## config.mk

```make
export PLATFORM = sky130hd
export DESIGN_NAME = audio_bus_arbiter
export DESIGN_NICKNAME = d
export VERILOG_FILES = /design/src/rtl/audio_bus_arbiter.sv
export SDC_FILE = /design/constraint.sdc
export NUM_CORES = 1
export LEC_CHECK = 0
export BUFFER_PORTS_ARGS = -buffer_cell sky130_fd_sc_hd__buf_2
export CORE_ASPECT_RATIO = 1.2
export CORE_MARGIN = 1.5
export CORE_UTILIZATION = 45
export CTS_CLUSTER_DIAMETER = 100
export CTS_CLUSTER_SIZE = 40
export DETAILED_ROUTE_END_ITERATION = 10
export PLACE_DENSITY = 0.76
export SLEW_MARGIN = 20
export SYNTH_ARGS = -nofsm -noshare
export SYNTH_HDL_FRONTEND = slang
export SYNTH_SLANG_ARGS = --single-unit
```

## constraint.sdc

```tcl
create_clock -name clk -period 2.7 [get_ports clk]
set_input_delay 0.27 -clock clk [delete_from_list [all_inputs] [get_ports clk]]
set_output_delay 0.27 -clock clk [all_outputs]
set_load 0.01 [all_outputs]
```

## src/rtl/audio_bus_arbiter.sv

```systemverilog
// Round-robin arbiter for the shared audio output bus: HOLD window, per-grant bus key, turnaround GAP.
// Optional AUDIO_ARB_PRIO0_EN gives requester 0 absolute priority in every arbitration.
module audio_bus_arbiter #(
  parameter int NUM_REQ     = 4,
  parameter int DATA_W      = 16,
  parameter int HOLD_CYCLES = 16,
  parameter int GAP_CYCLES  = 2
) (
  input  logic                       clk,
  input  logic                       rst_n,
  input  logic [NUM_REQ-1:0]         req,
  input  logic [NUM_REQ-1:0]         req_done,
  input  logic [8*NUM_REQ-1:0]       req_dev_id,
  input  logic [DATA_W*NUM_REQ-1:0]  req_data,
  output logic [NUM_REQ-1:0]         grant,
  output logic                       bus_busy,
  output logic                       bus_valid,
  output logic [7:0]                 bus_dev_id,
  output logic [DATA_W-1:0]          bus_data,
  output logic [7:0]                 bus_key,
  output logic [1:0]                 state_dbg
);

  localparam int PW = (NUM_REQ > 1) ? $clog2(NUM_REQ) : 1;
  localparam int HW = $clog2(HOLD_CYCLES + 1);
  localparam int GW = $clog2(GAP_CYCLES + 2);

  typedef enum logic [1:0] {IDLE = 2'd0, HOLD = 2'd1, GAP = 2'd2} state_t;

  state_t            state, state_nxt;
  logic [PW-1:0]     rr_ptr, owner, win, scan_idx;
  logic [7:0]        grant_cnt;
  logic [HW-1:0]     hold_cnt;
  logic [GW-1:0]     gap_cnt;
  logic [7:0]        win_dev;
  logic [DATA_W-1:0] win_data;
  logic              any_req, do_grant, do_release, to_idle;

  assign any_req   = |req;
  assign state_dbg = state;

  // Scan from the far end back to rr_ptr so the nearest asserted request wins.
  always_comb begin
    win      = '0;
    scan_idx = '0;
    win_dev  = '0;
    win_data = '0;
    for (int k = NUM_REQ - 1; k >= 0; k--) begin
      scan_idx = PW'((int'(rr_ptr) + k) % NUM_REQ);
      if (req[scan_idx]) win = scan_idx;
    end
`ifdef AUDIO_ARB_PRIO0_EN
    if (req[0]) win = '0;
`endif
    for (int i = 0; i < NUM_REQ; i++) begin
      if (win == PW'(i)) begin
        win_dev  = req_dev_id[8*i +: 8];
        win_data = req_data[DATA_W*i +: DATA_W];
      end
    end
  end

  // The last GAP edge doubles as the first IDLE arbitration edge, so a held
  // request is re-granted without a dead cycle.
  always_comb begin
    state_nxt  = state;
    do_grant   = 1'b0;
    do_release = 1'b0;
    to_idle    = 1'b0;
    case (state)
      IDLE: begin
        if (any_req) begin
          do_grant  = 1'b1;
          state_nxt = HOLD;
        end
      end
      HOLD: begin
        if (hold_cnt == '0 || req_done[owner] || !req[owner]) begin
          do_release = 1'b1;
          if (GAP_CYCLES == 0) begin
            to_idle   = 1'b1;
            state_nxt = IDLE;
          end else begin
            state_nxt = GAP;
          end
        end
      end
      GAP: begin
        if (gap_cnt == '0) begin
          if (any_req) begin
            do_grant  = 1'b1;
            state_nxt = HOLD;
          end else begin
            to_idle   = 1'b1;
            state_nxt = IDLE;
          end
        end
      end
      default: state_nxt = IDLE;
    endcase
  end

  always_ff @(posedge clk or negedge rst_n) begin
    if (!rst_n) begin
      state      <= IDLE;
      rr_ptr     <= '0;
      owner      <= '0;
      grant_cnt  <= '0;
      hold_cnt   <= '0;
      gap_cnt    <= '0;
      grant      <= '0;
      bus_busy   <= 1'b0;
      bus_valid  <= 1'b0;
      bus_dev_id <= '0;
      bus_data   <= '0;
      bus_key    <= '0;
    end else begin
      state <= state_nxt;
      if (do_grant) begin
        owner      <= win;
        grant      <= NUM_REQ'(1) << win;
        bus_busy   <= 1'b1;
        bus_valid  <= 1'b1;
        bus_dev_id <= win_dev;
        bus_data   <= win_data;
        bus_key    <= win_dev ^ grant_cnt;
        grant_cnt  <= grant_cnt + 8'd1;
        hold_cnt   <= HW'(HOLD_CYCLES - 1);
`ifdef AUDIO_ARB_PRIO0_EN
        if (win != '0) rr_ptr <= PW'((int'(win) + 1) % NUM_REQ);
`else
        rr_ptr <= PW'((int'(win) + 1) % NUM_REQ);
`endif
      end else if (state == HOLD) begin
        if (do_release) begin
          grant     <= '0;
          bus_valid <= 1'b0;
          gap_cnt   <= GW'((GAP_CYCLES > 0) ? GAP_CYCLES - 1 : 0);
        end else begin
          hold_cnt <= hold_cnt - HW'(1);
        end
      end else if (state == GAP && gap_cnt != '0) begin
        gap_cnt <= gap_cnt - GW'(1);
      end
      if (to_idle) bus_busy <= 1'b0;
    end
  end

endmodule

```

Word-level counts from Yosys, hierarchy flattened
Cells that the tools add are included.
{"block": "totals", "mem_bits_rw": 0, "inputBits": 106, "ff_bits": 59, "n_memories": 0, "output_inout_bits": 40, "rom_bits": 0, "word_cells": 106, "latchBits": 0}
{"block": "classes", "reduce_logical": 18, "n_mux": 51, "n_addsub": 7, "bitwise": 2, "n_shift": 1, "div_mod_pow": 0, "order_cmp": 5, "mul": 0, "eq_ne": 10}
{"op": "$mux W16", "n": 4}
{"op": "$mux W8", "n": 4}
{"op": "$mux W2", "n": 10}
{"op": "$mux W1", "n": 19}
{"op": "$lt A2 B3 Y1 const B", "n": 5}
{"op": "$mux W5", "n": 3}
{"op": "$bmux W1 S2", "n": 6}
{"op": "$mux W4", "n": 3}
{"op": "$ne A2 B2 Y1 const B", "n": 5}
{"op": "$reduce_bool A2 Y1", "n": 5}
{"op": "$add A8 B1 Y8 const B", "n": 1}
{"op": "$xor A8 B8 Y8", "n": 1}
{"op": "$eq A2 B2 Y1 const B", "n": 3}
{"op": "$logic_not A2 Y1", "n": 3}
{"op": "$pmux W2 S3", "n": 1}
{"op": "$reduce_and A3 Y1", "n": 2}
{"op": "$logic_not A5 Y1", "n": 1}
{"op": "$sub A5 B1 Y5 const B", "n": 1}
{"op": "$add A2 B1 Y2 const B", "n": 2}
{"op": "$add A2 B2 Y2 const B", "n": 2}
{"op": "$eq A2 B1 Y1 const B", "n": 2}
{"op": "$reduce_and A2 Y1", "n": 2}
{"op": "$reduce_or A4 Y1", "n": 1}
{"op": "$shl A1 B2 Y4 const A", "n": 1}
{"op": "6 further kinds", "n": 7}

Logic depth before layout (Yosys ltp)
Gate-level depths: netlist (run 1).
{"block": "logic_depth", "word_depth": 13, "mapped_depth": 11, "ltp_nobuf": 10}

Worst setup path before layout (run 1)
No wires, ideal clock.
{"block": "synth_path", "path_kind": "flip-flop to flip-flop", "from": "register rr_ptr[1]", "to": "register bus_key[2]", "t_arrival_ns": 2.099, "period_less_slack_ns": 2.234, "path_buffers": 1, "path_stages_with_launch": 10, "required_ns": 2.565, "path_slack_ns": 0.466, "setup_ns": 0.135, "path_cell_list": "dfrtp_1 > mux2i_1 > a211oi_1 > inv_1 > ha_1 > clkbuf_1 > nor2_1 > a31oi_1 > xnor2_1 > o21ai_0"}
{"block": "synth_between", "elab_chain_cells": 13, "elab_cells_between_ends": 24, "classes_between": "add/sub: 3; eq/ne: 3; mux: 16; bitwise: 1; reduce/logical: 1"}
{"item": "from (decl)", "line_no": "31", "source": "logic [PW-1:0] rr_ptr, owner, win, scan_idx;"}
{"item": "from (signal assigned)", "line_no": "132", "source": "rr_ptr <= PW'((int'(win) + 1) % NUM_REQ);"}
{"item": "$add A2 B2 Y2", "line_no": "49", "source": "scan_idx = PW'((int'(rr_ptr) + k) % NUM_REQ);"}
{"item": "$bmux W1 S2", "line_no": "50", "source": "if (req[scan_idx]) win = scan_idx;"}
{"item": "$mux W1 (not written as such)", "line_no": "50"}
{"item": "$mux W2 (3 in series)", "line_no": "50"}
{"item": "$mux W2 (*)", "line_no": "50"}
{"item": "named net win[0]", "line_no": "31"}
{"item": "$logic_not A2 Y1", "line_no": "56", "source": "if (win == PW'(i)) begin"}
{"item": "$mux W8 (3 in series)", "line_no": "56"}
{"item": "$mux W8 (*)", "line_no": "56"}
{"item": "$xor A8 B8 Y8 (*)", "line_no": "126", "source": "bus_key <= win_dev ^ grant_cnt;"}
{"item": "to (signal assigned)", "line_no": "126"}
{"item": "to (decl)", "line_no": "20", "source": "output logic [7:0] bus_key,"}
The timed path passes the listed nets; every way through them passes the cells marked *. The select of a mux whose other input is x is not followed.
A chain may end at the register's enable or synchronous reset.

Worst setup path after layout (run 1)
{"block": "layout_path", "from": "register rr_ptr[1]", "to": "register bus_key[2]"}
{"block": "layout_between", "elab_chain_cells": 13, "elab_cells_between_ends": 24, "classes_between": "add/sub: 3; eq/ne: 3; mux: 16; bitwise: 1; reduce/logical: 1"}
{"item": "$add A2 B2 Y2", "line_no": "49"}
{"item": "$bmux W1 S2", "line_no": "50"}
{"item": "$mux W1 (not written as such)", "line_no": "50"}
{"item": "$mux W2 (3 in series)", "line_no": "50"}
{"item": "$mux W2 (*)", "line_no": "50"}
{"item": "$logic_not A2 Y1", "line_no": "56"}
{"item": "$mux W8 (3 in series)", "line_no": "56"}
{"item": "$mux W8 (*)", "line_no": "56"}
{"item": "$xor A8 B8 Y8 (*)", "line_no": "126"}
Mark *: on every way between the ends. The rest lies on a longest branch, timed or not. The select of a mux whose other input is x is not followed.

==> results of run 1 <==
sequential cells by signal, indices dropped and copies added, names as in the netlist:
signal,count
bus_busy,1
bus_data,16
bus_dev_id,8
bus_key,8
bus_valid,1
gap_cnt,2
grant,4
grant_cnt,8
hold_cnt,5
owner,2
rr_ptr,2
state_dbg,2
what timing repair did:
action | in CTS | in global routing
hold buffers | 1 | 0
gates resized for setup | 0 | 1
hold endpoints to repair | 12 | 0
buffers inserted | 0 | 0
setup endpoints to repair | 0 | 3
layout make-up:
cell class	instances	share of cell area, %
repair buffers	161	19.3
flip-flops and latches	59	33.5
multi-input cells	300	38.0
clock inverters	2	0.796
clock buffers	12	3.75
inverters	25	2.13
well taps	90	2.56
critical path, stage by stage, from the launching register on:
cell	delay [ns]
sky130_fd_sc_hd__dfrtp_1	0.43
sky130_fd_sc_hd__a21oi_1	0.09
sky130_fd_sc_hd__o21a_1	0.17
sky130_fd_sc_hd__o22ai_1	0.28
sky130_fd_sc_hd__ha_1	0.46
sky130_fd_sc_hd__buf_4	0.25
sky130_fd_sc_hd__nand3b_1	0.09
sky130_fd_sc_hd__a31oi_1	0.26
sky130_fd_sc_hd__xnor2_1	0.15
sky130_fd_sc_hd__o21ai_0	0.09
power groups by stage:
stage          Clock (mW)  Combinational (mW)  Sequential, mW
4_1_cts             0.841                2.61            1.58
6_report            0.825                2.59            1.58
3_3_place_gp            0                2.51            1.58
2_1_floorplan           0                1.63            1.67
5_1_grt             0.885                2.95            1.63
3_5_place_dp            0                2.60            1.59
cell usage in the layout, fill, tap and decap left out, drive strengths merged, types with 11 or more instances in the layout:
cell type  netlist  routed
inv             24      24
a22oi           16      16
clkbuf          19      12
dfrtp           59      59
a21oi           55      55
nand2           83      83
buf              7     160
nor2            26      26
o21ai           32      32
xnor2           11      11
cells in the mapped netlist, drive strengths merged (2+ instances only):
cell    number
dfrtp       59
inv         24
xor2         4
nor2b        4
xnor2       11
or3          3
nand2b       6
nand2       83
a22oi       16
o21ai       32
mux2i        3
a21oi       55
nor2        26
ha           8
o22ai       10
nand4        3
nand3b       9
a31oi        9
nor3         3
buf          7
clkbuf      19
o21a         2
per-layer routing:
metal | part of all wire (%) | vias to the layer above | track usage [%]
li1 | - | 1698 | -
met1 | 41 | 1577 | 31.1
met2 | 49 | 141 | 40.9
met3 | 7.3 | 16 | 6.20
met4 | 2.5 | 0 | 11.1
met5 | 0 | - | 0
kinds of logic (layout without fill, tap and decap cells):
group | Yosys count | in the layout | share of synthesized area, %
XOR/XNOR | 15 | 15 | 3.92
flip-flops | 59 | 59 | 44.1
AND/OR/NAND/NOR | 143 | 143 | 19.6
buffers and inverters | 51 | 200 | 6.13
adder cells (fa/ha/maj) | 8 | 8 | 2.99
multiplexers | 3 | 3 | 0.897
AO/OA/AOI/OAI | 131 | 131 | 22.3
stage by stage:
stage / worst slack, ns / std cells / hold slack, ns / util (%)
2_1_floorplan: 0.466 / 410 / -0.0256 / -
3_3_place_gp: 0.342 / 634 / 0.193 / 57.9
3_5_place_dp: 0.239 / 634 / 0.199 / 57.9
4_1_cts: 0.228 / 649 / 0.251 / 60.8
5_1_grt: 0.0637 / 649 / 0.254 / 60.9
6_report: 0.307 / 649 / 0.258 / 60.9
worst max-delay path by stage:
stage | end | slack, ns | startpoint | depth (start not counted)
finish | bus_key[2]$_DFFE_PN0N_ | 0.31 | rr_ptr[1]$_DFFE_PN0N_ | 9
global route | bus_key[5]$_DFFE_PN0N_ | 0.06 | rr_ptr[1]$_DFFE_PN0N_ | 9
CTS | bus_key[0]$_DFFE_PN0N_ | 0.23 | rr_ptr[1]$_DFFE_PN0N_ | 9
detailed placement | bus_key[0]$_DFFE_PN0N_ | 0.24 | rr_ptr[1]$_DFFE_PN0N_ | 9
global placement | bus_key[3]$_DFFE_PN0N_ | 0.34 | rr_ptr[1]$_DFFE_PN0N_ | 9
floorplan | bus_key[2]$_DFFE_PN0N_ | 0.47 | rr_ptr[1]$_DFFE_PN0N_ | 9
==> results.toml, run 1 <==
[global_route]
grt_pass1_vias = 3330
grt_start_max_net_pins = 35
global_route_wire_length_before_repair_um = 15400
globalRouteOverflowTotal = 0
global_route.usage.total_pct = 25.2
grt_antenna_before_repair = 0

[timing]
skew_ns = 0.0137
maxSlewViolCount = 0
grt_setup_unrepaired = "false"
layout_worst_path_cycle_share_pct = 88.6
timing.slew.headroom_pct = 57.4
finalHoldViolations = 0
tns_ns = 0
min_period_ns = 2.39
maxClockFrequency_ghz = 0.418
report.final.setup_viol = 0
tightest_slew_ns = 0.638

[setup_path]
startpoint_type = "flip-flop"
timing.critical_path.arrival_ns = 2.60
timing.rr.start = "rr_ptr[1]$_DFFE_PN0N_"
worst-path-max-fanout = 9
worst-setup-path-type = "reg -> reg"
critical_path_required_ns = 2.91
critical_path.reg2reg.endpoint = "bus_key[2]$_DFFE_PN0N_"
worstSetupEndpointType = "flip-flop"
worst_r2r_path_depth = 9
setup.reg_to_reg.worst_slack_ns = 0.31

[pwr]
pwr_density_cell_nw_per_um2 = 1140
seq_power_share_pct = 31.6
p_total_mw = 5.00
internal_power_mw = 2.84
comb_power_share_pct = 51.9
leakage_nw = 2.21
clock_power_share_pct = 16.5
sw_frac_of_total_pct = 43.2
total_switching_power_mw = 2.16
irDropWorstVdd_v = 0.000560

[drt]
drt_pre_antenna_iters = 4
post_drt_wl_per_cell_um = 14.8
route.vias.total = 3432
final_antenna_net_count = 0
totalWireLength_um = 9610
detail_route.iter0.violations = 245
drc = 0
vias_per_cell = 5.29

[clock_network]
clockBufferDepth = 2
cts.sink_count = 59
htreeDepth = 3
worst_setup_hold_path_clk_slew_ns = 0.07
cts-root-buf = "sky130_fd_sc_hd__clkbuf_8"
clock_tree_from_tritoncts = "built"
clk_latency_ns = 0.34
tritoncts.num_buffers = 9

[synth]
postSynthNetCount = 524
synth_edf_count = 0
synthesis.instances = 410
synthDominantCellAreaShare_pct = 44.1
yosysSeqAreaShare_pct = 44.1
synth.cell_area_sq_um = 3350
mean_cell_area_of_the_mapped_netlist_sq_um = 8.17
post-synth-top-area-cell = "sky130_fd_sc_hd__dfrtp_1"
async_set_or_reset_register_ratio_after_synthesis_pct = 100
ys_warn_count = 0
netlist-cell-type-count = 40
post_synth_main_area_contributors = "sky130_fd_sc_hd__dfrtp_1 (44%), sky130_fd_sc_hd__nand2_1 (9.3%), sky130_fd_sc_hd__a21oi_1 (8.2%), sky130_fd_sc_hd__o21ai_0 (4.3%), sky130_fd_sc_hd__a22oi_1 (3.6%)"
yosys_register_bits = 59
dominantRegCellSynth = "sky130_fd_sc_hd__dfrtp_1"

[floorplanning]
floorplan.die_area_sq_um = 7970
top_level_ports = 146
die_height_um = 97.5
core_area_sq_um = 7230
horiz_die_dim_um = 81.7
start_util_pct = 46.3
row_count = 34

[worst_hold_path]
hold_path_class = "in -> reg"
hold_path_depth = 3
whs_endpoint = "bus_data[12]$_DFFE_PN0N_"
hold_start = "req_data[60]"

[final_layout]
layout.area.seq_sq_um = 1480
area_taken_by_multi_input_logic_gates_sq_um = 1670
fill_cells = 671
syn2layout_area_growth_pct = 31.5
final_layout_size_suffix_gt1_share_pct = 31.7
design.final.nets = 670
antenna_cells_inserted = 0
postLayoutCellArea_sq_um = 4400

[placement]
globalplace.congestion = 0.871
postPlaceCellArea_sq_um = 4190
port_buffers = 145
hpwlAfterDp_um = 7260

[run_status]
status = "completed"

[flow_run]
maxCapViolations = 0
Note: power is estimated with default switching activity, not from simulation.
==> run 2: changes to the inputs <==
ABC_AREA = 1   (was default)
PLACE_DENSITY = 0.75   (was 0.76)
==> results.toml, run 2 <==
[run_status]
status = "complete, but fails checks"
violated_checks = "DRC"

[synth]
post_synth_main_area_contributors = "sky130_fd_sc_hd__dfrtp_1 (41%), sky130_fd_sc_hd__nand2_1 (19%), sky130_fd_sc_hd__nand3_1 (5.5%), sky130_fd_sc_hd__nor2_1 (4.0%), sky130_fd_sc_hd__o21ai_1 (4.0%)"
post-synth-top-area-cell = "sky130_fd_sc_hd__dfrtp_1"
async_set_or_reset_register_ratio_after_synthesis_pct = 100
synth.cell_area_sq_um = 3640
synthDominantCellAreaShare_pct = 40.6
yosysSeqAreaShare_pct = 40.6
post-synth-top-count-cell = "sky130_fd_sc_hd__nand2_1"
dominantRegCellSynth = "sky130_fd_sc_hd__dfrtp_1"
synthesis.instances = 489
mean_cell_area_of_the_mapped_netlist_sq_um = 7.44
synthTopCellsByCount = "sky130_fd_sc_hd__nand2_1 (184), sky130_fd_sc_hd__dfrtp_1 (59), sky130_fd_sc_hd__nand3_1 (40)"
postSynthNetCount = 603
yosys_register_bits = 59
synth_edf_count = 0
netlist-cell-type-count = 32
ys_warn_count = 0

[floorplanning]
top_level_ports = 146
start_util_pct = 47.0
die_height_um = 102
row_count = 35
floorplan.die_area_sq_um = 8640
core_area_sq_um = 7750
horiz_die_dim_um = 85.1

[drt]
route.vias.total = 3712
detail_route.iter0.violations = 169
post_drt_wl_per_cell_um = 13.9
drt_pre_antenna_iters = 9
totalWireLength_um = 10100
final_antenna_net_count = 0
vias_per_cell = 5.08
drc = 4

[flow_run]
maxCapViolations = 0

[timing]
timing.slew.headroom_pct = 53.4
layout_worst_path_cycle_share_pct = 89.2
skew_ns = 0.00750
finalHoldViolations = 0
min_period_ns = 2.41
report.final.setup_viol = 0
maxClockFrequency_ghz = 0.415
hold-worst-slack_ns = 0.150
maxSlewViolCount = 0
tightest_slew_ns = 0.699

[clock_network]
clock_tree_from_tritoncts = "built"
cts-root-buf = "sky130_fd_sc_hd__clkbuf_8"
clk_latency_ns = 0.33
tritoncts.num_buffers = 9
htreeDepth = 3
worst_setup_hold_path_clk_slew_ns = 0.07
clockBufferDepth = 2
cts.sink_count = 59
post-cts-setup-buffer-count = 0

[final_layout]
syn2layout_area_growth_pct = 26.0
mostFrequentLayoutCell = "sky130_fd_sc_hd__nand2_1"
antenna_cells_inserted = 0
number_of_flip_flops_under_the_largest_register_name = 16
layout_common_cells = "sky130_fd_sc_hd__nand2_1 (184), sky130_fd_sc_hd__buf_2 (145), sky130_fd_sc_hd__dfrtp_1 (58)"
regMostFlops = "bus_data"
post_layout_nonfiller_instances = 730
design.final.nets = 747
final_layout_size_suffix_gt1_share_pct = 32.0

[pwr]
pwr_density_cell_nw_per_um2 = 1490
irDropWorstVdd_v = 0.000815
leakage_nw = 2.45

[setup_path]
worstSetupEndpointType = "flip-flop"
startpoint_type = "flip-flop"
worst-setup-path-type = "reg -> reg"
timing.rr.start = "rr_ptr[0]$_DFFE_PN0N_"
worst_r2r_path_depth = 16
worst-path-max-fanout = 12
critical_path_required_ns = 2.97
timing.critical_path.from = "rr_ptr[0]$_DFFE_PN0N_"
timing.critical_path.arrival_ns = 2.68

[worst_hold_path]
hold_start = "req_data[52]"
hold_path_class = "in -> reg"
hold_path_depth = 3

[global_route]
grt_start_max_net_pins = 43
grt_pass1_vias = 3525
globalRouteOverflowTotal = 0
global_route.usage.total_pct = 23.6
global_route_wire_length_before_repair_um = 16100
grt_antenna_before_repair = 0

[placement]
post_placement_cell_count = 712
hpwlAfterDp_um = 7540
globalplace.congestion = 0.922
port_buffers = 145
## run 2: cell type report
class,instances,area (sq um)
clock buffers,11,141
clock inverters,5,52.6
fillers,723,3170
inverters,37,141
multi-input cells,372,1860
flip-flops and latches,59,1480
well taps,92,115
repair buffers,154,800
## run 2: critical path, cell delays in order, from the launching register on
cell and delay, ns:
sky130_fd_sc_hd__dfrtp_2 0.47, sky130_fd_sc_hd__inv_4 0.10, sky130_fd_sc_hd__nand2_1 0.05, sky130_fd_sc_hd__nand2_1 0.09, sky130_fd_sc_hd__nand2_1 0.08, sky130_fd_sc_hd__nand2_1 0.09
sky130_fd_sc_hd__nand2_1 0.07, sky130_fd_sc_hd__nand3_1 0.10, sky130_fd_sc_hd__nand2_2 0.10, sky130_fd_sc_hd__inv_1 0.09, sky130_fd_sc_hd__ha_1 0.14, sky130_fd_sc_hd__inv_1 0.14
sky130_fd_sc_hd__nor2_4 0.39, sky130_fd_sc_hd__a22oi_1 0.12, sky130_fd_sc_hd__o21ai_0 0.18, sky130_fd_sc_hd__nand2_1 0.07, sky130_fd_sc_hd__nand3_1 0.07
## run 2: final timing paths
path,slack (ns),end
max reg2reg,0.29,bus_data[15]$_DFFE_PN0N_
min reg2reg,0.47,bus_valid$_DFFE_PN0P_
min,0.15,bus_data[4]$_DFFE_PN0N_
min in group asynchronous,0.46,bus_dev_id[4]$_DFFE_PN0N_
max in group asynchronous,1.74,rr_ptr[0]$_DFFE_PN0N_
max,0.29,bus_data[15]$_DFFE_PN0N_
## run 2: repair_timing
| action | 4_1_cts | 5_1_grt |
|---|---|---|
| hold buffers | 1 | 0 |
| hold endpoints to repair | 19 | 0 |
| resized for setup | 0 | 3 |
| setup endpoints to repair | 0 | 10 |
## run 2: through the flow
step            TNS, ns  total power [mW]  util (%)  setup WS (ns)  area, sq um
3_5_place_dp          0              5.97      56.3          0.223         4360
6_report              0              6.83      59.1          0.290         4580
3_3_place_gp          0              5.82      56.3          0.356         4360
2_1_floorplan         0              5.08         -          0.585         3640
5_1_grt        -0.00169              7.52      59.1       -0.00169         4580
4_1_cts               0              6.79      58.9          0.211         4570
## run 2: logic make-up after synthesis
group / synth area share, %
AO/OA/AOI/OAI: 12.5
XOR/XNOR: 2.41
adder cells (fa/ha/maj): 2.75
buffers and inverters: 8.80
flip-flops: 40.6
AND/OR/NAND/NOR: 33.0
## run 2: metal layers
metal | vias up | routed length, um | track usage (%)
met2 | 108 | 5230 | 39.6
met4 | 0 | 153 | 9.71
met3 | 17 | 508 | 5.13
li1 | 1869 | - | -
met1 | 1718 | 4230 | 29.7
met5 | - | 0 | 0
## run 2: where the power goes
part	leakage (nW)	internal (mW)	switching, mW
Combinational	1.63	1.57	2.85
Clock	0.0991	0.446	0.343
Sequential	0.719	1.32	0.294
==> run 3: changes to the inputs <==
--- a/config.mk
+++ b/config.mk
@@ -11,3 +11,3 @@
 export CORE_MARGIN = 1.5
-export CORE_UTILIZATION = 45
+export CORE_UTILIZATION = 49
 export CTS_CLUSTER_DIAMETER = 100
@@ -15,3 +15,3 @@
 export DETAILED_ROUTE_END_ITERATION = 10
-export PLACE_DENSITY = 0.75
+export PLACE_DENSITY = 0.81
 export SLEW_MARGIN = 20
--- a/constraint.sdc
+++ b/constraint.sdc
@@ -3,2 +3,2 @@
 set_output_delay 0.27 -clock clk [all_outputs]
-set_load 0.01 [all_outputs]
+set_load 0.1 [all_outputs]
==> results.toml, run 3 (synthesis results as in run 2) <==
[final_layout]
final_layout_size_suffix_gt1_share_pct = 32.4
regMostFlops = "bus_data"
design.final.nets = 748
number_of_flip_flops_under_the_largest_register_name = 16
syn2layout_area_growth_pct = 26.7
layout_common_cells = "sky130_fd_sc_hd__nand2_1 (184), sky130_fd_sc_hd__buf_2 (145), sky130_fd_sc_hd__dfrtp_1 (58)"
mostFrequentLayoutCell = "sky130_fd_sc_hd__nand2_1"
antenna_cells_inserted = 0

[drt]
drc = 0
final_antenna_net_count = 0
drt_pre_antenna_iters = 4
route.vias.total = 3818
totalWireLength_um = 10000
detail_route.iter0.violations = 277
vias_per_cell = 5.24
post_drt_wl_per_cell_um = 13.7

[setup_path]
cpMostUsedCell = "sky130_fd_sc_hd__nand2_1"
startpoint_type = "flip-flop"
critical_path.max_stage_delay_ns = 0.48
critical_path.reg2reg.endpoint = "bus_key[6]$_DFFE_PN0N_"
worstSetupEndpointType = "flip-flop"
timing.critical_path.buf_inv = 2
cpMaxStageDelayCell = "sky130_fd_sc_hd__dfrtp_2"
timing.rr.start = "rr_ptr[0]$_DFFE_PN0N_"
worst-setup-path-type = "reg -> reg"
setup.reg_to_reg.worst_slack_ns = 0.25
path_cells = "inv_4 -> nand2_1 -> nand2_1 -> nand2_1 -> nand2_1 -> nand2_1 -> nand2_1 -> nand2_1 -> nand2_2 -> ha_2 -> buf_8 -> a21oi_1 -> nand2_1 -> nand2_1 -> nand2_1 -> nand2_1 -> nand2_1 -> o21ai_1"
worst_r2r_path_depth = 18
timing.critical_path.max_delay_family = "simple AND/OR/NAND/NOR gates"
timing.critical_path.arrival_ns = 2.68
worst-path-max-fanout = 25
critical_path_required_ns = 2.93

[floorplanning]
row_count = 34
start_util_pct = 50.3
core_area_sq_um = 7230
floorplan.die_area_sq_um = 7960
top_level_ports = 146
horiz_die_dim_um = 81.7
die_height_um = 97.4

[global_route]
grt.met2_usage_pct = 43.6
grt_most_used_layer = "met2"
grt_start_max_net_pins = 43
global_route_wire_length_before_repair_um = 16300
grt_antenna_before_repair = 0
global_route.usage.total_pct = 26.3
globalRouteOverflowTotal = 0
grt_pass1_vias = 3718
global_route.usage.met3_pct = 4.32
groute.layer.met1.usage_pct = 32.8

[placement]
port_buffers = 145
hpwlAfterDp_um = 7460
globalplace.congestion = 0.917

[clock_network]
clockBufferDepth = 2
htreeDepth = 3
worst_setup_hold_path_clk_slew_ns = 0.07
cts.sink_count = 59
clock_tree_from_tritoncts = "built"
clk_latency_ns = 0.34
tritoncts.num_buffers = 9
cts-root-buf = "sky130_fd_sc_hd__clkbuf_8"

[worst_hold_path]
hold_path_class = "in -> reg"
hold_start = "req_data[52]"
hold_path_depth = 3
whs_endpoint = "bus_data[4]$_DFFE_PN0N_"

[timing]
tightest_slew_ns = 0.695
layout_worst_path_cycle_share_pct = 90.7
maxSlewViolCount = 0
min_period_ns = 2.45
report.final.setup_viol = 0
grt_setup_unrepaired = "false"
timing.slew.headroom_pct = 53.6
finalHoldViolations = 0
tns_ns = 0
skew_ns = 0.00492
maxClockFrequency_ghz = 0.408

[flow_run]
maxCapViolations = 0

[run_status]
status = "completed"
==> run 3: changes by cell type in the layout (fill, tap and decap cells not counted) <==
cell / delta
sky130_fd_sc_hd__inv_2: +1
sky130_fd_sc_hd__buf_4: +1
sky130_fd_sc_hd__buf_8: +1
sky130_fd_sc_hd__inv_1: -1
sky130_fd_sc_hd__clkbuf_8: +2
sky130_fd_sc_hd__buf_6: -1
sky130_fd_sc_hd__clkbuf_1: -1
sky130_fd_sc_hd__clkinv_2: -1
==> run 3: final cells by class <==
| class | count | area (sq um) |
|---|---|---|
| Clock buffer | 12 | 165 |
| Multi-Input combinational cell | 372 | 1860 |
| Clock inverter | 4 | 47.5 |
| Tap cell | 90 | 113 |
| Fill cell | 669 | 2620 |
| Sequential cell | 59 | 1480 |
| Inverter | 37 | 141 |
| Timing Repair Buffer | 155 | 811 |
==> run 3: what timing repair did <==
action / 4_1_cts / 5_1_grt
hold endpoints to repair: 9 / 0
buffers inserted: 0 / 0
setup endpoints to repair: 0 / 23
hold buffers: 1 / 0
gates resized for setup: 0 / 5
==> run 3: metrics by stage <==
stage / setup WS, ns / cell area [sq um] / utilization (%) / hold WS [ns] / cells
final: 0.251 / 4610 / 63.8 / 0.146 / 729
after global placement: 0.343 / 4370 / 60.4 / 0.145 / 711
after global routing: 0.0133 / 4610 / 63.8 / 0.153 / 729
after floorplan: 0.581 / 3640 / - / -0.0256 / 489
after detailed placement: 0.133 / 4370 / 60.4 / 0.152 / 711
after CTS: 0.0997 / 4590 / 63.5 / 0.131 / 728
==> run 3: how the worst max path moves through the flow <==
| stage | cells past startpoint | endpoint | from | slack, ns |
|---|---|---|---|---|
| after detailed placement | 18 | bus_key[3]$_DFFE_PN0N_ | rr_ptr[0]$_DFFE_PN0N_ | 0.13 |
| final | 18 | bus_key[6]$_DFFE_PN0N_ | rr_ptr[0]$_DFFE_PN0N_ | 0.25 |
| after global routing | 18 | bus_key[6]$_DFFE_PN0N_ | rr_ptr[0]$_DFFE_PN0N_ | 0.01 |
| after CTS | 20 | bus_key[6]$_DFFE_PN0N_ | rr_ptr[0]$_DFFE_PN0N_ | 0.1 |
| after global placement | 17 | bus_key[6]$_DFFE_PN0N_ | rr_ptr[0]$_DFFE_PN0N_ | 0.34 |
| after floorplan | 20 | bus_data[0]$_DFFE_PN0N_ | rr_ptr[0]$_DFFE_PN0N_ | 0.58 |
==> run 3: layer usage <==
metal,up-vias,share of wire (%)
li1,1871,-
met1,1786,41
met2,137,51
met3,24,5.7
met4,0,2.4
met5,-,0
==> run 3: worst reg2reg max path: stages (launching register included) <==
cell and delay (ns):
sky130_fd_sc_hd__dfrtp_2 0.48, sky130_fd_sc_hd__inv_4 0.10, sky130_fd_sc_hd__nand2_1 0.05, sky130_fd_sc_hd__nand2_1 0.09
sky130_fd_sc_hd__nand2_1 0.07, sky130_fd_sc_hd__nand2_1 0.08, sky130_fd_sc_hd__nand2_1 0.08, sky130_fd_sc_hd__nand2_1 0.06
sky130_fd_sc_hd__nand2_1 0.07, sky130_fd_sc_hd__nand2_2 0.11, sky130_fd_sc_hd__ha_2 0.33, sky130_fd_sc_hd__buf_8 0.26
sky130_fd_sc_hd__a21oi_1 0.10, sky130_fd_sc_hd__nand2_1 0.09, sky130_fd_sc_hd__nand2_1 0.07, sky130_fd_sc_hd__nand2_1 0.09
sky130_fd_sc_hd__nand2_1 0.07, sky130_fd_sc_hd__nand2_1 0.06, sky130_fd_sc_hd__o21ai_1 0.07
Power of run 3 is left out: the tool's default activity adds up to more than one toggle a clock period on the data nets, which glitch-free logic cannot reach.
